### config.mk
export PLATFORM = sky130hd
export DESIGN_NAME = cmd_initiator
export DESIGN_NICKNAME = d
export VERILOG_FILES = /design/src/rtl/cmd_initiator.sv
export SDC_FILE = /design/constraint.sdc
export NUM_CORES = 1
export LEC_CHECK = 0
export ABC_AREA = 1
export CAP_MARGIN = 20
export CORE_MARGIN = 2
export CORE_UTILIZATION = 53
export DETAILED_ROUTE_END_ITERATION = 12
export PLACE_DENSITY = 0.91
export SYNTH_ARGS = -nofsm -noshare
export SYNTH_HDL_FRONTEND = slang
export SYNTH_SLANG_ARGS = --single-unit
export TNS_END_PERCENT = 30
### constraint.sdc
create_clock -name clk50m -period 1.6 [get_ports clk50m]
set_input_delay 0.32 -clock clk50m [delete_from_list [all_inputs] [get_ports clk50m]]
set_output_delay 0.32 -clock clk50m [all_outputs]
set_load 0.005 [all_outputs]
### src/rtl/cmd_initiator.sv
// Host-side command master: sends verb/arg1/arg2/arg3 over a UART byte handshake, awaits one reply.
// Optional CMD_ECHO_CHECK_EN: only a reply equal to the verb is accepted; others force a retry.
module cmd_initiator #(
    parameter int TIMEOUT_CYCLES = 5000000,
    parameter int MAX_RETRIES    = 2,
    parameter int CNT_W          = 23
) (
    input  logic       clk50m,
    input  logic       reset,
    input  logic       cmd_start,
    input  logic [7:0] cmd_verb,
    input  logic [7:0] cmd_arg1,
    input  logic [7:0] cmd_arg2,
    input  logic [7:0] cmd_arg3,
    output logic       cmd_ready,
    output logic [7:0] tx_data,
    output logic       tx_start,
    input  logic       tx_busy,
    input  logic [7:0] rx_data,
    input  logic       rx_ready,
    output logic [7:0] resp_data,
    output logic       resp_valid,
    output logic       timeout_err,
    output logic [2:0] state_out
);

    typedef enum logic [2:0] {
        IDLE      = 3'd0,
        SEND      = 3'd1,
        WAIT_TX   = 3'd2,
        WAIT_RESP = 3'd3,
        DONE      = 3'd4,
        ERR       = 3'd5
    } state_t;

    localparam int RW = (MAX_RETRIES > 0) ? $clog2(MAX_RETRIES + 1) : 1;
    localparam logic [RW-1:0]    RMAX  = RW'(MAX_RETRIES);
    localparam logic [CNT_W-1:0] TLAST = CNT_W'(TIMEOUT_CYCLES - 1);

    state_t           state, next;
    logic [7:0]       verb_q, arg1_q, arg2_q, arg3_q;
    logic [1:0]       idx;
    logic [RW-1:0]    retry;
    logic [CNT_W-1:0] timer;
    logic             res;
    logic [7:0]       tx_q;
    logic [7:0]       resp_q;
    logic [7:0]       cur_byte;
    logic             resp_hit, resp_bad, timed_out;
    logic             load, launch, adv, arm, retry_go, capture;

    always_comb begin
        cur_byte = verb_q;
        unique case (idx)
            2'd0: cur_byte = verb_q;
            2'd1: cur_byte = arg1_q;
            2'd2: cur_byte = arg2_q;
            2'd3: cur_byte = arg3_q;
        endcase
    end

`ifdef CMD_ECHO_CHECK_EN
    assign resp_hit = rx_ready && (rx_data == verb_q);
    assign resp_bad = rx_ready && (rx_data != verb_q);
`else
    assign resp_hit = rx_ready;
    assign resp_bad = 1'b0;
`endif

    // A rejected echo is handled exactly like an expired timer
    assign timed_out = (timer == TLAST) || resp_bad;

    always_ff @(posedge clk50m or negedge reset) begin
        if (!reset) state <= IDLE;
        else        state <= next;
    end

    always_comb begin
        next     = state;
        load     = 1'b0;
        launch   = 1'b0;
        adv      = 1'b0;
        arm      = 1'b0;
        retry_go = 1'b0;
        capture  = 1'b0;
        unique case (state)
            IDLE: begin
                if (cmd_start) begin
                    load = 1'b1;
                    next = SEND;
                end
            end
            SEND: begin
                if (!tx_busy) begin
                    launch = 1'b1;
                    next   = WAIT_TX;
                end
            end
            WAIT_TX: begin
                if (res && !tx_busy) begin
                    if (idx == 2'd3) begin
                        arm  = 1'b1;
                        next = WAIT_RESP;
                    end else begin
                        adv  = 1'b1;
                        next = SEND;
                    end
                end
            end
            WAIT_RESP: begin
                if (resp_hit) begin
                    capture = 1'b1;
                    next    = DONE;
                end else if (timed_out) begin
                    if (retry < RMAX) begin
                        retry_go = 1'b1;
                        next     = SEND;
                    end else begin
                        next = ERR;
                    end
                end
            end
            DONE:    next = IDLE;
            ERR:     next = IDLE;
            default: next = IDLE;
        endcase
    end

    always_ff @(posedge clk50m or negedge reset) begin
        if (!reset) begin
            verb_q <= '0;
            arg1_q <= '0;
            arg2_q <= '0;
            arg3_q <= '0;
            idx    <= '0;
            retry  <= '0;
            timer  <= '0;
            res    <= 1'b0;
            tx_q   <= '0;
            resp_q <= '0;
        end else begin
            // res marks the second and later cycles spent in WAIT_TX
            res <= (state == WAIT_TX);
            if (load) begin
                verb_q <= cmd_verb;
                arg1_q <= cmd_arg1;
                arg2_q <= cmd_arg2;
                arg3_q <= cmd_arg3;
                idx    <= '0;
                retry  <= '0;
            end
            if (launch)   tx_q <= cur_byte;
            if (adv)      idx  <= idx + 2'd1;
            if (arm)      timer <= '0;
            else if (state == WAIT_RESP) timer <= timer + 1'b1;
            if (retry_go) begin
                retry <= retry + 1'b1;
                idx   <= '0;
            end
            if (capture)  resp_q <= rx_data;
        end
    end

    assign cmd_ready   = (state == IDLE);
    assign tx_start    = launch;
    assign tx_data     = launch ? cur_byte : tx_q;
    assign resp_data   = resp_q;
    assign resp_valid  = (state == DONE);
    assign timeout_err = (state == ERR);
    assign state_out   = state;

endmodule

==> reports/metrics.cfg <==
[route]
vias=4189
wl_met3_um=1525
wl_met1_um=5120
top_layer=met4
met2_length_um=7069
viasPerCell=6.376
routed_wl_um=14910
drc=0
ant_nets=0
dr.pass1.iters=6
wl_per_cell_um=22.69
drt_iter0_drc=652

[placement]
place.gp.congestion=0.9420
dpl_worst_slack_ns=-0.7315
dp_hpwl_um=6738
placement.io_buffers=67
dp.cells=615

[clock_network]
cts_buffers=9
cts_tree=yes
cts_root_buf=clkbuf_8
clockBufferDepth=2
h-tree-depth=3
clk_latency_ns=0.38
cts.sinks=79
clk_pin_slew_ns=0.09

[floorplanning]
ios=68
die-area_mm2=0.007999
die-width_um=89.44
die_h_um=89.44
coreArea_mm2=0.007176
initial_utilization_pct=53.91
row_count=31

[run_status]
violations=setup timing
status=finished with violations

[logic_synthesis]
synthFlopType=dfrtp_1
syn_inst=430
yosysWarningCount=0
yosys.cell_types.count=28
yosysSeqAreaShare_pct=51.10
synthArstFlopShare_pct=100.0
syn_nets=480
synth_area_per_cell_um2=8.997
syn_area_mm2=0.003869
synth_edf_count=0
synth_seq_cells=79

[timing]
slew_viol_final=0
hold_viol_final=0
finalWorstSetupSlack_ns=-0.6357
final.setup.tns_ns=-8.381
fin_crit_sh_pct=139.7
rsz0062_at_grt=yes
hold_ws_ns=0.4145
post-route-min-period_ns=2.236
finClkSkew_ns=0.01223
setup_violations=77
fmax_mhz=447.3
worstMarginPinSlew_ns=0.4192
maxSlewHeadroom_pct=72.05

[layout]
num_antenna_cells=0
syn_to_final_growth_pct=48.58
nets=603
stdcell_count=657
drive_above_1_share_pct=37.81

[min_path]
hp-class=in -> async

[global_routing]
grt_use_total_pct=32.50
grt_overflow=0
grt_max_degree=34
grt_pass1_wl_um=19420
antenna_found_initial=0
grt_pass1_vias=3879

[worst_setup_path]
path_delay_family=flip-flops
cp.required_ns=1.28
critical_path_buf_inv_count=2
cpPeakStageDelay_ns=0.44
path_class=reg -> out
critPathCaptureType=output pin
arrival_ns=1.92
startpoint_type=register
slowest_stage=dfrtp_1
worstPathCellList=buf_4 > ha_4 > nand2_1 > nand3_4 > nand2_4 > a21oi_4 > buf_2
cp_max_fo=9

[pwr]
p_per_area_mw_per_mm2=1686
ir_drop_v=0.001356
total_power_w=0.009691
p_leak_nw=2.715

[job]
maxCapViolCount=0

## flip-flops by register name (all words and copies together), names as in the netlist
register   flops
res            1
timer         23
arg3_q         8
arg2_q         8
resp_data      8
arg1_q         8
tx_q           8
state_out      3
retry          2
verb_q         8
idx            2
## cell type report
| class | instances | area [um^2] |
|---|---|---|
| Fill cell | 325 | 1428 |
| Tap cell | 99 | 123.9 |
| Multi-Input combinational cell | 295 | 2064 |
| Clock inverter | 7 | 127.6 |
| Clock buffer | 9 | 123.9 |
| Timing Repair Buffer | 121 | 1136 |
| Inverter | 47 | 193.9 |
| Sequential cell | 79 | 1978 |
## cells by family after synthesis
group	synth area share, %
adders and majority gates	1.617
buffers and inverters	6.177
muxes	11.64
AOI/OAI and AO/OA	5.595
and+or+nand+nor	23.87
DFF	51.10
## synth_stat cells (2+ instances only)
library cell / n / share of area, %
nand2_1: 100 / 9.7
dfrtp_1: 79 / 51
nor2_1: 54 / 5.2
inv_1: 46 / 4.5
mux2_2: 38 / 11
a21oi_1: 27 / 3.5
nand3_1: 27 / 3.5
nand4_1: 11 / 1.8
o21ai_0: 10 / 1.3
ha_1: 5 / 1.6
nor3_1: 4 / 0.52
buf_1: 3 / 0.29
buf_6: 3 / 0.87
nand2_2: 3 / 0.49
nor2_4: 3 / 0.87
mux2_1: 2 / 0.58
nand3_2: 2 / 0.52
nor2_2: 2 / 0.32
o211ai_1: 2 / 0.39
## per-stage QoR
stage	utilization, %	cell area, um^2
2_1_floorplan	-	3874
3_5_place_dp	67.79	4865
5_1_grt	80.10	5748
6_report	80.10	5748
3_3_place_gp	67.79	4865
4_1_cts	75.36	5408
## final timing paths
path / from / slack [ns] / to / cells after the start
max in group asynchronous: reset / 0.61 / resp_data[1] / 3
worst min-delay path: reset / 0.41 / timer[10] / 2
min in group clk50m: resp_data[4] / 0.52 / resp_data[4] / 1
worst max register to register: state_out[1] / -0.24 / timer[13] / 10
worst max-delay path: idx[1] / -0.64 / tx_data[7] / 7
worst min register to register: resp_data[4] / 0.52 / resp_data[4] / 1
## cell usage in the layout, fill, tap and decap left out, types with 2 or more instances in the layout
cell type,count
ha_4,5
nand3_2,9
mux2_4,2
buf_12,5
buf_6,13
nand2_2,19
nand2_4,7
buf_4,37
inv_4,3
a21oi_1,11
o21ai_1,5
clkinv_4,3
clkdlybuf4s50_1,49
nor2_4,8
clkbuf_8,9
bufinv_16,3
o21ai_0,4
nor2_2,4
nand3_1,15
nor3_2,2
nand4_1,11
dfrtp_1,78
inv_6,2
nand2_1,77
a21oi_4,2
dlymetal6s2s_1,3
a21oi_2,14
nand3_4,6
o211ai_1,2
inv_2,5
inv_1,37
mux2_2,37
nor2_1,47
buf_2,10
## power breakdown
group / internal (W) / switching [W] / leakage (nW)
clock network: 0.00106 / 0.000860 / 0.126
logic: 0.00218 / 0.00215 / 1.61
registers: 0.00274 / 0.000699 / 0.981
total: 0.00598 / 0.00371 / 2.72
## repair_timing
| item | 4_1_cts | 5_1_grt |
|---|---|---|
| setup buffers | 10 | 16 |
| endpoints found under the hold margin | 27 | 0 |
| hold buffers | 1 | 0 |
| gates resized for setup | 119 | 68 |
| pin swaps | 19 | 16 |
| endpoints found under the setup margin | 31 | 40 |
## layer usage
layer	global-route usage (%)	vias to the layer above
met4	16.96	0
met2	53.87	426
met5	0	-
met1	38.64	1967
met3	8.957	149
li1	-	1647
Power figures use the tool's default switching activity.
